**config.mk**
```make
export PLATFORM = sky130hd
export DESIGN_NAME = calc_display_driver_flat
export DESIGN_NICKNAME = d
export VERILOG_FILES = /design/src/rtl/calc_pkg.sv /design/src/rtl/calc_display_if.sv /design/src/rtl/hex_to_seg7.sv /design/src/rtl/calc_display_driver.sv /design/src/flat_wrapper.sv
export SDC_FILE = /design/constraint.sdc
export NUM_CORES = 1
export LEC_CHECK = 0
export ABC_AREA = 1
export BUFFER_PORTS_ARGS = -buffer_cell sky130_fd_sc_hd__buf_4
export CAP_MARGIN = 20
export CORE_MARGIN = 2
export CORE_UTILIZATION = 45
export CTS_CLUSTER_DIAMETER = 60
export DETAILED_ROUTE_END_ITERATION = 8
export GPL_TIMING_DRIVEN = 1
export HOLD_SLACK_MARGIN = 0.12
export SLEW_MARGIN = 20
export SYNTH_ARGS = -nofsm -noshare
export SYNTH_HDL_FRONTEND = slang
export SYNTH_HIERARCHICAL = 1
export SYNTH_SLANG_ARGS = --single-unit
```
**constraint.sdc**
```tcl
create_clock -name clk -period 2.3 [get_ports clk]
set_input_delay 0.115 -clock clk [delete_from_list [all_inputs] [get_ports clk]]
set_output_delay 0.115 -clock clk [all_outputs]
set_load 0.02 [all_outputs]
```
**src/rtl/calc_pkg.sv**
```systemverilog
// Shared constants and types for the calculator display path.
// Holds the digit-index encoding used by the scan logic, the dash and blank
// patterns, and the active-low gfedcba segment table for hex digits 0-F.
package calc_pkg;

    // Scan position; the numeric value is also the anode bit index.
    typedef enum logic [1:0] {
        DIG_SUM   = 2'd0,
        DIG_CARRY = 2'd1,
        DIG_B     = 2'd2,
        DIG_A     = 2'd3
    } dig_t;

    localparam logic [6:0] SEG_DASH  = 7'b0111111;
    localparam logic [6:0] SEG_BLANK = 7'b1111111;

    // Entry [n] is the pattern for hex digit n, listed from F down to 0.
    localparam logic [15:0][6:0] HEX_SEG = {
        7'b0001110,  // F
        7'b0000110,  // E
        7'b0100001,  // d
        7'b1000110,  // C
        7'b0000011,  // b
        7'b0001000,  // A
        7'b0010000,  // 9
        7'b0000000,  // 8
        7'b1111000,  // 7
        7'b0000010,  // 6
        7'b0010010,  // 5
        7'b0011001,  // 4
        7'b0110000,  // 3
        7'b0100100,  // 2
        7'b1111001,  // 1
        7'b1000000   // 0
    };

endpackage

```
**src/rtl/calc_display_if.sv**
```systemverilog
// Signal bundle between the adder datapath and the display driver.
//   load, clear          : capture strobe / invalidate (datapath -> driver)
//   A, B, SUM, carry_out : values to display             (datapath -> driver)
//   seg, an, dp          : active-low display pins        (driver -> board)
interface calc_display_if;
    logic       load;
    logic       clear;
    logic [3:0] A;
    logic [3:0] B;
    logic [3:0] SUM;
    logic       carry_out;
    logic [6:0] seg;
    logic [3:0] an;
    logic       dp;

    modport master (
        output load, clear, A, B, SUM, carry_out,
        input  seg, an, dp
    );

    modport slave (
        input  load, clear, A, B, SUM, carry_out,
        output seg, an, dp
    );
endinterface

```
**src/rtl/hex_to_seg7.sv**
```systemverilog
// Combinational hex-to-seven-segment decoder.
//   nibble : 4-bit value 0-F
//   seg    : active-low segments, seg[6:0] = g,f,e,d,c,b,a
module hex_to_seg7
    import calc_pkg::*;
(
    input  logic [3:0] nibble,
    output logic [6:0] seg
);

    always_comb begin
        seg = HEX_SEG[nibble];
    end

endmodule

```
**src/rtl/calc_display_driver.sv**
```systemverilog
// Four-digit multiplexed seven-segment driver for the calculator.
// Captures A, B, {carry_out, SUM} on load and scans them left to right as
// A, B, carry, SUM (hex) on a common-anode, active-low display.
//   clk   : system clock
//   reset : asynchronous, active-high reset
//   bus   : calc_display_if.slave (load/clear/operands in, seg/an/dp out)
module calc_display_driver
    import calc_pkg::*;
#(
    parameter int unsigned REFRESH_DIV = 100000
)
(
    input  logic           clk,
    input  logic           reset,
    calc_display_if.slave  bus
);

    localparam int unsigned        CNT_W    = $clog2(REFRESH_DIV);
    localparam logic [CNT_W-1:0]   CNT_LAST = CNT_W'(REFRESH_DIV - 1);

    logic [CNT_W-1:0] cnt;
    logic             wrap;
    dig_t             idx;
    dig_t             idx_next;

    logic [3:0] a_q;
    logic [3:0] b_q;
    logic [3:0] s_q;
    logic       c_q;
    logic       valid;

    logic [3:0] nibble;
    logic [6:0] hex_seg;
    logic [6:0] seg_next;
    logic [3:0] an_next;
    logic [6:0] seg_q;
    logic [3:0] an_q;

    // Capture: clear wins over load and leaves the data regs untouched.
    always_ff @(posedge clk or posedge reset) begin
        if (reset) begin
            a_q   <= '0;
            b_q   <= '0;
            s_q   <= '0;
            c_q   <= 1'b0;
            valid <= 1'b0;
        end else if (bus.clear) begin
            valid <= 1'b0;
        end else if (bus.load) begin
            a_q   <= bus.A;
            b_q   <= bus.B;
            s_q   <= bus.SUM;
            c_q   <= bus.carry_out;
            valid <= 1'b1;
        end
    end

    // Refresh counter; wrap marks the last cycle of the current digit.
    assign wrap = (cnt == CNT_LAST);

    always_ff @(posedge clk or posedge reset) begin
        if (reset) begin
            cnt <= '0;
        end else if (wrap) begin
            cnt <= '0;
        end else begin
            cnt <= cnt + 1'b1;
        end
    end

    // Scan state register.
    always_ff @(posedge clk or posedge reset) begin
        if (reset) begin
            idx <= DIG_SUM;
        end else begin
            idx <= idx_next;
        end
    end

    // Scan next-state.
    always_comb begin
        idx_next = idx;
        if (wrap) begin
            unique case (idx)
                DIG_SUM:   idx_next = DIG_CARRY;
                DIG_CARRY: idx_next = DIG_B;
                DIG_B:     idx_next = DIG_A;
                DIG_A:     idx_next = DIG_SUM;
                default:   idx_next = DIG_SUM;
            endcase
        end
    end

    // Scan outputs: digit select and segment pattern for the current index.
    always_comb begin
        nibble = s_q;
        unique case (idx)
            DIG_SUM:   nibble = s_q;
            DIG_CARRY: nibble = {3'b000, c_q};
            DIG_B:     nibble = b_q;
            DIG_A:     nibble = a_q;
            default:   nibble = s_q;
        endcase
    end

    hex_to_seg7 u_hex (
        .nibble (nibble),
        .seg    (hex_seg)
    );

    always_comb begin
        an_next  = ~(4'b0001 << idx);
        seg_next = hex_seg;
        if (!valid) begin
            seg_next = SEG_DASH;
        end else if (idx == DIG_CARRY && !c_q) begin
            // A zero carry is leading-zero suppressed.
            seg_next = SEG_BLANK;
        end
    end

    // Registered pin drivers.
    always_ff @(posedge clk or posedge reset) begin
        if (reset) begin
            an_q  <= '1;
            seg_q <= '1;
        end else begin
            an_q  <= an_next;
            seg_q <= seg_next;
        end
    end

    assign bus.an  = an_q;
    assign bus.seg = seg_q;
    assign bus.dp  = 1'b1;

endmodule

```
**src/flat_wrapper.sv**
```systemverilog
// flat-port wrapper written by rule: the top's interface ports become plain ports
module calc_display_driver_flat import calc_pkg::*;
#(
    parameter int unsigned REFRESH_DIV = 100000
)
  (clk, reset, bus_load, bus_clear, bus_A, bus_B, bus_SUM, bus_carry_out, bus_seg, bus_an, bus_dp);
  calc_display_if bus_i ();
  input  logic clk;
  input  logic reset;
  input wire logic [$bits(bus_i.load)-1:0] bus_load;
  input wire logic [$bits(bus_i.clear)-1:0] bus_clear;
  input wire logic [$bits(bus_i.A)-1:0] bus_A;
  input wire logic [$bits(bus_i.B)-1:0] bus_B;
  input wire logic [$bits(bus_i.SUM)-1:0] bus_SUM;
  input wire logic [$bits(bus_i.carry_out)-1:0] bus_carry_out;
  output wire logic [$bits(bus_i.seg)-1:0] bus_seg;
  output wire logic [$bits(bus_i.an)-1:0] bus_an;
  output wire logic [$bits(bus_i.dp)-1:0] bus_dp;
  assign bus_i.load = bus_load;
  assign bus_i.clear = bus_clear;
  assign bus_i.A = bus_A;
  assign bus_i.B = bus_B;
  assign bus_i.SUM = bus_SUM;
  assign bus_i.carry_out = bus_carry_out;
  assign bus_seg = bus_i.seg;
  assign bus_an = bus_i.an;
  assign bus_dp = bus_i.dp;
  calc_display_driver #(.REFRESH_DIV(REFRESH_DIV)) u_core (.clk(clk), .reset(reset), .bus(bus_i));
endmodule
```
======== Word-level counts from Yosys, hierarchy flattened ========
Memory sizes are Yosys's and may differ from the RTL's.
Index checks and enable logic that the tools add are counted.
cells by class
  $add $sub $neg .......................... 1
  order comparisons ....................... 1
  equal/unequal tests ..................... 4
  shift-type cells ........................ 1
  mux-type cells .......................... 8
  bitwise logic cells ..................... 2
  reductions and logical operators ........ 5
operator list
  operator               number
  $mux 7                 3
  $add 17x1->17 const B  1
  $eq 17x17->1 const B   1
  $mux 17                1
  $pmux 4 s4             1
  $pmux 2 s4             1
  $lt 4x5->1 const B     1
  $eq 2x2->1 const B     2
  $not 4->4              1
  $shl 1x2->4 const A    1
  $eq 2x1->1 const B     1
  $logic_not 2->1        1
  $mux 1                 2
  $reduce_and 2->1       1
  $reduce_bool 2->1      1
  $logic_and 1x1->1      1
  $logic_not 1->1        1
  $not 1->1              1
word-level totals
  register bits ........................... 44
  bits in read-only memories .............. 112
  output and inout bits ................... 12
  logic and storage cells ................. 32
  memories ................................ 1
memories
  name             words  bits a word  rd ports  clocked after Yosys merged registers in  write ports  RTL line           text
  (no name shown)  16     7            1         0                                        0            hex_to_seg7.sv:12  seg = HEX_SEG[nibble];

======== Longest topological paths before layout ========
Gate-level depths: netlist of the first run.
  depth in word-level cells ............... 6
  gate-level depth with buffers ........... 14

======== Modules after synthesis ========
Netlist of the first run, hierarchy kept.
modules (own cells, without submodules)
  module               times used  cells an instance  area an instance (µm²)  seq. area each (µm²)
  calc_display_driver  1           249                2122.0                  1114.8
  hex_to_seg7          1           49                 274.0                   0.0

======== Worst setup path after synthesis of the first run ========
Ideal clock, no wire load.
  path type ............................... flip-flop to flip-flop
  from .................................... register u_core.idx[0]
  to ...................................... register u_core.seg_q[3] (netlist: u_core/bus.seg[3])
  setup time .............................. 0.089 ns
  arrival time ............................ 1.905 ns
  required time ........................... 2.211 ns
  path slack .............................. 0.306 ns
  cell stages (with the launch flop) ...... 12
  buffers on the path ..................... 0
  period minus slack after synthesis ...... 1.994 ns
  cell sequence ........................... dfrtp_1 inv_1 ha_1 inv_1 o21ai_0 inv_1 ha_1 nand2_1 nand3_1 nand2_1 inv_1 nand2_1
on the way
  longest elaborated chain between the ends .. 6
ends and longest elaborated chain
  element                                   RTL line                    text
  start: declaration                        calc_display_driver.sv:23   dig_t idx;
  start signal: assignment                  calc_display_driver.sv:76   idx <= idx_next;
  $eq 2x2->1, or another cell as far along  calc_display_driver.sv:97   unique case (idx)
  $pmux 4 s4 *                              calc_display_driver.sv:97
  named net u_core.nibble[1]                calc_display_driver.sv:32   logic [3:0] nibble;
  $mem_v2 16x7 *                            n/a
  $mux 7 (implied by the code) *            hex_to_seg7.sv:12
  named net u_core.hex_seg[3]               calc_display_driver.sv:33   logic [6:0] hex_seg;
  $mux 7 *                                  calc_display_driver.sv:116  end else if (idx == DIG_CARRY && !c_q) begin
  $mux 7 *                                  calc_display_driver.sv:114  if (!valid) begin
  named net u_core.seg_next[3]              calc_display_driver.sv:34   logic [6:0] seg_next;
  end signal: assignment                    calc_display_driver.sv:129  seg_q <= seg_next;
  end: declaration                          calc_display_driver.sv:36   logic [6:0] seg_q;
The timed path passes the listed nets; every way through them passes the cells marked *. The select of a mux whose other input is x is not followed.
A chain may end at the register's enable or synchronous reset.

======== Worst setup path after layout of the first run ========
Same ends and word-level chain as after synthesis.

==> qor.txt, run 1 <==
Status - finished clean
Post-synth EDFFs - 0
DIE WIDTH - 77.0 µm
RSZ-0062 raised after global routing - no
CTS tree - yes
Global-route wire length before repair - 8250 µm
Worst EP required - 2.52 ns
Total Power - 1.64 mW
Vias per cell - 4.49
Max-slew violation count - 0
Tot GR Track Use - 17.6%
Htree depth - 2
Final net count - 378
CTS Buffer Depth - 2
Rows - 26
Crit path DAT - 2.25 ns
Most common cell after layout, fill and taps aside - nand2_1
Final setup viols - 0
Detailed-route DRC error count - 0
Comb power frac - 17.9%
Reg clk slew, reported paths - 0.08 ns
Total vias in the final route - 1880
Iteration-0 DRC Markers - 68
Root buffer cell - clkbuf_8
FILL cells - 492
Reg2reg start - u_core/idx[0]
Final ANT Viol Nets - 0
IO Count - 29
Worst Reg-to-Reg Cells - 14
Most frequent cells in the layout - nand2_1, inv_1, nor2_1, dfrtp_1, buf_4
Post-DP HPWL - 3380 µm
Synthesized area - 2400 µm²
Clk pwr share - 30.5%
Total wire length - 4710 µm
Grt total ovfl - 0
Sequential power share - 51.6%
Initial Util - 46.9%
Core Area - 5110 µm²
Fin. Hold Viols - 0
Worst Hold Class - reg -> reg
Max-cap viol count - 0
Clock Sinks - 44
Area of the multi-input gates - 1020 µm²
Fmax - 492 MHz
DRT Pass-1 Iters - 4
CTS Buf Count - 5
Pwr dens - 561 nW/µm²
Warnings, synthesis - 6
Layout cell share with drive strength beyond 1 - 18.1%
Later-pin clock latency in the skew report - 0.29 ns
P&R area growth vs syn - 22.2%
Syn Nets - 328
DIE HEIGHT - 77.0 µm
Period minus WS final - 2.03 ns
Register area - 1110 µm²
VDD IR max - 0.412 mV
Worst R2R Setup Slack - 0.27 ns
Die area - 5920 µm²
Post-CTS Setup Bufs - 0
Reg-to-Reg End - u_core/bus.seg[3]
Hold worst-path end - u_core/bus.seg[6]
Switching part of the total power - 26.3%
Most used DFF post-synth - dfrtp_1
Asr flop ratio synth - 100%
Static leakage - 1.58 nW
Fin Setup TNS - 0 ns
Post-Layout Cell Count - 419
Placed instance count - 395
Worst setup path class - reg -> reg
Vias in the first global route - 1897
Sequential share of the synthesized area - 46.5%
Final period util - 88.4%
Layout Skew - 0.00382 ns
Synthesis-stage register bit count - 44
Hold Crit Depth - 2
Startpoint types - flop
Post-synthesis cell type count - 26
Antenna violations before repair - 0
Crit-path max FO - 5
Antenna Diode Count - 0
Slew margin rel. - 52.9%
NetSw - 0.432 mW
Worst-margin pin slew - 0.706 ns
Final weighted congestion in routability-driven placement - 0.819
WL/cell - 11.3 µm
Avg Synthesized Cell Area - 8.04 µm²
Synthesized netlist cell count - 298
IO Port Bufs - 27
Crit end category - flop
Largest net degree at the start of global routing - 45
Internal Power - 1.21 mW
Worst hold start - u_core/valid
how the worst max path moves through the flow:
stage	start	endpoint	slack, ns	cells past startpoint
after global routing	u_core/idx[0]	u_core/bus.seg[0]	0.06	14
after CTS	u_core/idx[0]	u_core/bus.seg[3]	0.25	14
after global placement	u_core/idx[0]	u_core/bus.seg[0]	0.32	14
final	u_core/idx[0]	u_core/bus.seg[3]	0.27	14
after floorplan	u_core/idx[0]	u_core/bus.seg[3]	0.31	11
after detailed placement	u_core/idx[0]	u_core/bus.seg[3]	0.27	14
synth_stat cells (2+ instances only):
cell type | n | area, µm²
inv_1 | 56 | 210
dfrtp_1 | 33 | 826
nand2_1 | 75 | 282
nor2_2 | 2 | 12.5
o22ai_1 | 2 | 12.5
nand4_1 | 5 | 31.3
o21bai_1 | 2 | 15.0
mux2_2 | 7 | 78.8
inv_2 | 2 | 7.51
dfstp_2 | 11 | 289
o21ai_0 | 3 | 15.0
nor2_1 | 36 | 135
ha_1 | 13 | 163
xor2_1 | 7 | 61.3
buf_6 | 3 | 33.8
nand3_1 | 20 | 100
a21oi_1 | 12 | 60.1
cells by family (layout without fill, tap and decap cells):
group | Yosys count | after routing | synth area share (%)
AO/OA/AOI/OAI | 22 | 22 | 5.12
XOR/XNOR | 7 | 7 | 2.56
adder cells (fa/ha/maj) | 13 | 13 | 6.79
buffers and inverters | 63 | 114 | 11.0
flip-flops | 44 | 44 | 46.5
multiplexers | 7 | 7 | 3.29
other | 1 | 1 | 0.157
AND/OR/NAND/NOR | 141 | 141 | 24.5
state kept, by name, indices dropped and copies added, names as in the netlist:
| name | cells |
|---|---|
| u_core/s_q | 4 |
| u_core/a_q | 4 |
| u_core/valid | 1 |
| u_core/cnt | 17 |
| u_core/bus.an | 4 |
| u_core/c_q | 1 |
| u_core/idx | 2 |
| u_core/bus.seg | 7 |
| u_core/b_q | 4 |
cell type report:
class | count | area share, %
repair buffers | 48 | 13.7
multi-input cells | 191 | 34.7
inverters | 58 | 7.44
clock buffers | 8 | 3.08
flip-flops and latches | 44 | 38.1
well taps | 70 | 2.99
power groups by stage:
stage / combinational [mW] / clock [mW] / sequential (mW)
3_5_place_dp: 0.273 / 0 / 0.863
2_1_floorplan: 0.172 / 0 / 0.878
6_report: 0.294 / 0.500 / 0.848
5_1_grt: 0.333 / 0.553 / 0.853
3_3_place_gp: 0.271 / 0 / 0.862
4_1_cts: 0.295 / 0.521 / 0.848
metal layers:
metal / vias to the layer above / track usage (%) / part of all wire [%]
met1: 836 / 22.5 / 50
met5: - / 0 / 0
li1: 1001 / - / -
met3: 6 / 3.76 / 3.9
met4: 0 / 6.43 / 1.5
met2: 37 / 29.3 / 44
critical path, stage by stage, from the launching register on:
cell and delay [ns]:
dfrtp_1 0.42, inv_1 0.11, ha_1 0.20, inv_1 0.09
o22ai_1 0.16, nand2_1 0.07, o21ai_0 0.13, inv_1 0.17
ha_1 0.22, inv_1 0.09, nand2_1 0.09, nand3_1 0.08
nand2_1 0.05, inv_1 0.04, nand2_1 0.04
per-stage QoR:
stage | hold WS [ns] | setup WS, ns | utilization (%) | cell area, µm²
6_report | 0.500 | 0.267 | 57.3 | 2930
3_3_place_gp | 0.277 | 0.323 | 52.4 | 2680
5_1_grt | 0.532 | 0.0558 | 57.3 | 2930
3_5_place_dp | 0.277 | 0.268 | 52.4 | 2680
2_1_floorplan | 0.178 | 0.306 | - | 2400
4_1_cts | 0.505 | 0.251 | 57.3 | 2930
timing repair:
action	CTS	global route
hold endpoints to repair	47	0
hold buffers	16	0
resized for setup	0	0
No activity file was read; power rests on OpenSTA's default activity.
==> run 2: changes to the inputs <==
--- a/config.mk
+++ b/config.mk
@@ -10,10 +10,12 @@
 export CAP_MARGIN = 20
 export CORE_MARGIN = 2
 export CORE_UTILIZATION = 45
+export CTS_BUF_LIST = sky130_fd_sc_hd__clkbuf_16
 export CTS_CLUSTER_DIAMETER = 60
 export DETAILED_ROUTE_END_ITERATION = 8
 export GPL_TIMING_DRIVEN = 1
 export HOLD_SLACK_MARGIN = 0.12
+export RECOVER_POWER = 25
 export SLEW_MARGIN = 20
 export SYNTH_ARGS = -nofsm -noshare
 export SYNTH_HDL_FRONTEND = slang
==> qor.txt, run 2 (synthesis results as in run 1) <==
Status - finished clean
CP Launch Point - u_core/idx[0]
Hold-fix buffer count after cts - 16 (unchanged)
Final ANT Viol Nets - 0 (unchanged)
Worst setup path class - reg -> reg
CTS Buf Count - 5 (unchanged)
Total wire length - 4800 µm (+1.7%)
Max FFs per register - 17 (unchanged)
Fmax - 488 MHz (-0.75%)
Reg2reg start - u_core/idx[0]
Root buffer cell - clkbuf_16
Worst Hold Class - reg -> reg
Iteration-0 DRC Markers - 74 (+8.8%)
Post-Layout Cell Count - 419 (unchanged)
Reg clk slew, reported paths - 0.06 ns (-0.02 ns)
Startpoint types - flop
Total vias in the final route - 1880 (unchanged)
Worst path cell trace - inv_1 -> ha_1 -> inv_1 -> o22ai_1 -> nand2_1 -> o21ai_0 -> inv_1 -> ha_1 -> inv_1 -> nand2_1 -> nand3_1 -> nand2_1 -> inv_1 -> nand2_1
Final net count - 378 (unchanged)
Die area - 5920 µm² (unchanged)
Crit path DAT - 2.25 ns (about the same)
Crit-path max FO - 5 (unchanged)
Post-CTS Setup Bufs - 0 (unchanged)
Final setup viols - 0 (unchanged)
Cell at the slowest stage of the critical path - dfrtp_1
Slowest stage delay, CP - 0.41 ns (about the same)
DRT Pass-1 Iters - 4 (unchanged)
Vias in the first global route - 1899 (+0.11%)
Max-slew violation count - 0 (unchanged)
IO Port Bufs - 27 (unchanged)
Max-cap viol count - 0 (unchanged)
Layout Skew - 0.00374 ns (-0.0000852 ns)
Period minus WS final - 2.05 ns (+0.0154 ns)
CTS resizes - 0 (unchanged)
Grt total ovfl - 0 (unchanged)
Fin. Hold Viols - 0 (unchanged)
Final weighted congestion in routability-driven placement - 0.819 (unchanged)
Clock Sinks - 44 (unchanged)
RSZ-0062 raised after global routing - no
Detailed-route DRC error count - 0 (unchanged)
Total Power - 1.81 mW (+10%)
Antenna violations before repair - 0 (unchanged)
Most common cell after layout, fill and taps aside - nand2_1
Pwr dens - 610 nW/µm² (+8.8%)
Antenna Diode Count - 0 (unchanged)
Fin Setup TNS - 0 ns (unchanged)
Initial Util - 46.9% (unchanged)
Worst hold start - u_core/valid
Largest reg by FF count - u_core/cnt
Layout cell share with drive strength beyond 1 - 17.8% (-0.29 points)
CTS tree - yes
Crit end category - flop
Final hold slack - 0.495 ns (-0.00461 ns)
Placed instance count - 395 (unchanged)
CTS Buffer Depth - 2 (unchanged)
Slew margin rel. - 29.1% (-24 points)
P&R area growth vs syn - 24.0%
Place WS - 0.268 ns (unchanged)
Worst-margin pin slew - 1.06 ns (+0.357 ns)
VDD IR max - 0.352 mV (-15%)
Later-pin clock latency in the skew report - 0.28 ns (about the same)
Largest net degree at the start of global routing - 45 (unchanged)
Final worst slack - 0.252 ns (-0.0154 ns)
Rows - 26 (unchanged)
DIE HEIGHT - 77.0 µm (unchanged)
WL/cell - 11.4 µm (+1.7%)
IO Count - 29 (unchanged)
Global-route wire length before repair - 8390 µm (+1.8%)
Most frequent cells in the layout - nand2_1, inv_1, nor2_1, dfrtp_1, buf_4
DIE WIDTH - 77.0 µm (unchanged)
Htree depth - 2 (unchanged)
Vias per cell - 4.49 (unchanged)
Worst EP required - 2.50 ns (-0.02 ns)
Most common cell on crit path - inv_1
Final period util - 89.0% (+0.67 points)
Static leakage - 1.61 nW (+1.7%)
Post-DP HPWL - 3380 µm (unchanged)
Tot GR Track Use - 17.8% (+0.25 points)
Core Area - 5110 µm² (unchanged)
[run 2: cell count changes in the layout (fill, tap and decap cells not counted)]
cell       delta
buf_4         -2
clkbuf_1      -2
clkbuf_16     +5
clkbuf_2      +1
clkbuf_4      +1
clkbuf_8      -6
clkinv_1      +1
inv_1         +2
[run 2: worst max-delay path: cells and delay by family (launching register included)]
family	cells	cell delay, ns
buffers and inverters	5	0.51
adder cells (fa/ha/maj)	2	0.43
flip-flops	1	0.41
AND/OR/NAND/NOR	5	0.33
AO/OA/AOI/OAI	2	0.29
[run 2: layout make-up]
cell class,count,area (µm²)
fill,488,2140
sequential,44,1110
multi-input combinational,191,1020
timing repair buffer,48,398
inverter,58,218
clock buffer,5,125
tap,70,87.6
clock inverter,3,11.3
[run 2: path summary, 6_finish.rpt]
| kind | to | slack, ns | cells past startpoint |
|---|---|---|---|
| worst max-delay path | u_core/bus.seg[3] | 0.25 | 14 |
| worst min-delay path | u_core/bus.seg[6] | 0.49 | 2 |
| worst max register to register | u_core/bus.seg[3] | 0.25 | 14 |
| worst min register to register | u_core/bus.seg[6] | 0.49 | 2 |
| max in group asynchronous | u_core/cnt[15] | 0.93 | 4 |
| min in group asynchronous | u_core/cnt[3] | 0.72 | 4 |
[run 2: through the flow]
stage                     instance area, µm²  utilization, %
after floorplan                         2400               -
after global placement                  2680            52.4
after detailed placement                2680            52.4
after CTS                               2970            58.2
after global routing                    2970            58.2
final                                   2970            58.2
[run 2: where the power goes]
group	internal (mW)	total [mW]	switching [mW]	leakage (nW)
Combinational	0.133	0.294	0.161	1.00
Sequential	0.831	0.849	0.0179	0.526
Clock	0.391	0.668	0.278	0.0738
[run 2: per-layer routing]
metal  vias to the layer above  routed length (µm)  share of wire [%]  track usage (%)
met1                       840                2410                 50             22.8
met2                        32                2170                 45             29.8
met3                         5                 161                3.4             4.12
li1                       1003                   -                  -                -
met4                         0                  55                1.1             5.89
met5                         -                   0                  0                0
==> run 3: changes to the inputs <==
--- a/config.mk
+++ b/config.mk
@@ -7,7 +7,7 @@
 export LEC_CHECK = 0
 export ABC_AREA = 1
 export BUFFER_PORTS_ARGS = -buffer_cell sky130_fd_sc_hd__buf_4
-export CAP_MARGIN = 20
+export CAP_MARGIN = 15
 export CORE_MARGIN = 2
 export CORE_UTILIZATION = 45
 export CTS_BUF_LIST = sky130_fd_sc_hd__clkbuf_16
==> constraint.sdc (replaced) <==
create_clock -name clk -period 2.3 [get_ports clk]
set_input_delay 0.23 -clock clk [delete_from_list [all_inputs] [get_ports clk]]
set_output_delay 0.23 -clock clk [all_outputs]
set_load 0.02 [all_outputs]
==> qor.txt, run 3 (synthesis results as in run 1) <==
Reg clk slew, reported paths - 0.06 ns (about the same)
CTS Buf Count - 5 (unchanged)
Reg-to-Reg End - u_core/bus.seg[0]
Worst R2R Setup Slack - 0.27 ns (+0.02 ns)
Slew margin rel. - 29.4% (+0.34 points)
Crit-path max FO - 5 (unchanged)
Total vias in the final route - 1873 (-0.37%)
CP endpoint - u_core/bus.seg[0]
Fin Setup TNS - 0 ns (unchanged)
Worst setup path class - reg -> reg
Post-DP HPWL - 3430 µm (+1.6%)
Final hold slack - 0.179 ns (-0.316 ns)
P&R area growth vs syn - 19.6%
Core Area - 5110 µm² (unchanged)
Htree depth - 2 (unchanged)
Pwr dens - 663 nW/µm² (+8.8%)
DIE HEIGHT - 77.0 µm (unchanged)
Worst Hold Class - in -> reg
Antenna Diode Count - 0 (unchanged)
IO Port Bufs - 27 (unchanged)
WL/cell - 11.1 µm (-3.4%)
Most common cell after layout, fill and taps aside - nand2_1
Grt total ovfl - 0 (unchanged)
Largest reg by FF count - u_core/cnt
CP Launch Point - u_core/idx[0]
Antenna violations before repair - 0 (unchanged)
Later-pin clock latency in the skew report - 0.28 ns (about the same)
IO Count - 29 (unchanged)
Crit end category - flop
Status - finished clean
CTS Buffer Depth - 2 (unchanged)
Max-slew violation count - 0 (unchanged)
VDD IR max - 0.378 mV (+7.5%)
Layout Skew - 0.00611 ns (+0.00237 ns)
Crit path DAT - 2.22 ns (-0.03 ns)
Vias in the first global route - 1834 (-3.4%)
Total Power - 1.90 mW (+5.0%)
Rows - 26 (unchanged)
FILL cells - 495 (+1.4%)
Root buffer cell - clkbuf_16
Global-route wire length before repair - 7930 µm (-5.5%)
Initial Util - 46.9% (unchanged)
Most frequent cells in the layout - nand2_1, inv_1, nor2_1, dfrtp_1, buf_4
DIE WIDTH - 77.0 µm (unchanged)
Total wire length - 4490 µm (-6.4%)
Fin. Hold Viols - 0 (unchanged)
Layout cell share with drive strength beyond 1 - 19.3% (+1.6 points)
Detailed-route DRC error count - 0 (unchanged)
RSZ-0062 raised after global routing - no
DRT Pass-1 Iters - 4 (unchanged)
Die area - 5920 µm² (unchanged)
Reg2reg start - u_core/idx[0]
Final period util - 88.2% (-0.86 points)
Vias per cell - 4.61 (+2.8%)
Clock Sinks - 44 (unchanged)
Largest net degree at the start of global routing - 45 (unchanged)
Period minus WS final - 2.03 ns (-0.0198 ns)
Max FFs per register - 17 (unchanged)
Worst Reg-to-Reg Cells - 14 (unchanged)
Fmax - 493 MHz (+0.98%)
Max-cap viol count - 0 (unchanged)
CTS tree - yes
Worst-margin pin slew - 1.06 ns (-0.00514 ns)
Tot GR Track Use - 16.8% (-1.0 points)
Final ANT Viol Nets - 0 (unchanged)
Startpoint types - flop
Final weighted congestion in routability-driven placement - 0.801 (-2.2%)
Iteration-0 DRC Markers - 80 (+8.1%)
Static leakage - 1.56 nW (-2.7%)
Final net count - 365 (-3.4%)
Final setup viols - 0 (unchanged)
Worst EP required - 2.49 ns (about the same)
-- run 3: cell count changes in the layout (fill, tap and decap cells not counted), sizes merged --
cell / before / now
inv: 59 / 58
clkbuf: 7 / 8
dlygate4sd3: 16 / 2
bufinv: 0 / 1
-- run 3: worst min path at each step --
| stage | end | slack [ns] | depth (start not counted) | from |
|---|---|---|---|---|
| global placement | u_core/valid | 0.39 | 2 | bus_clear |
| CTS | u_core/b_q[3] | 0.17 | 2 | bus_B[3] |
| finish | u_core/b_q[3] | 0.18 | 2 | bus_B[3] |
| detailed placement | u_core/valid | 0.39 | 2 | bus_clear |
| global route | u_core/b_q[3] | 0.17 | 2 | bus_B[3] |
| floorplan | u_core/valid | 0.29 | 1 | bus_clear |
-- run 3: routing by layer --
| metal | routed length (µm) | global-route usage, % | part of all wire, % | vias up |
|---|---|---|---|---|
| met5 | 0 | 0 | 0 | - |
| met4 | 65 | 5.89 | 1.4 | 0 |
| met3 | 193 | 3.88 | 4.3 | 6 |
| met2 | 1930 | 25.9 | 43 | 41 |
| met1 | 2300 | 23.4 | 51 | 851 |
| li1 | - | - | - | 975 |
-- run 3: worst max-delay path, stage by stage (launching register included) --
cell and delay, ns:
dfrtp_1 0.41, inv_1 0.13, ha_1 0.21, inv_1 0.09, o22ai_1 0.16, nand2_1 0.07
o21ai_1 0.14, inv_1 0.14, ha_1 0.20, inv_1 0.09, nand2_1 0.08, nand3_1 0.07
nand2_1 0.05, inv_1 0.04, nand2_1 0.04
-- run 3: stage by stage --
step / instance area [µm²] / utilization (%) / instances / setup WS [ns]
2_1_floorplan: 2400 / - / 298 / 0.306
3_3_place_gp: 2690 / 52.6 / 396 / 0.314
3_5_place_dp: 2690 / 52.6 / 396 / 0.259
4_1_cts: 2870 / 56.2 / 406 / 0.229
5_1_grt: 2870 / 56.1 / 406 / 0.0440
6_report: 2870 / 56.1 / 406 / 0.272
-- run 3: cell type report --
type / count / area, µm² / area share, %
Clock buffer: 5 / 125 / 4.36
Clock inverter: 3 / 38.8 / 1.35
Inverter: 58 / 218 / 7.59
Multi-Input combinational cell: 191 / 1020 / 35.5
Sequential cell: 44 / 1110 / 38.9
Tap cell: 70 / 87.6 / 3.06
Timing Repair Buffer: 35 / 265 / 9.25
-- run 3: report_power, final --
| part | total (mW) | internal (mW) | switching, mW | leakage, nW |
|---|---|---|---|---|
| Sequential | 0.851 | 0.832 | 0.0192 | 0.526 |
| Combinational | 0.273 | 0.118 | 0.155 | 0.950 |
| Clock | 0.778 | 0.506 | 0.273 | 0.0850 |
-- run 3: repair_timing --
| action | 4_1_cts | 5_1_grt |
|---|---|---|
| hold buffers | 2 | 0 |
| resized for setup | 0 | 1 |
| endpoints found under the setup margin | 0 | 1 |
| buffers inserted | 0 | 0 |
| hold endpoints to repair | 34 | 0 |
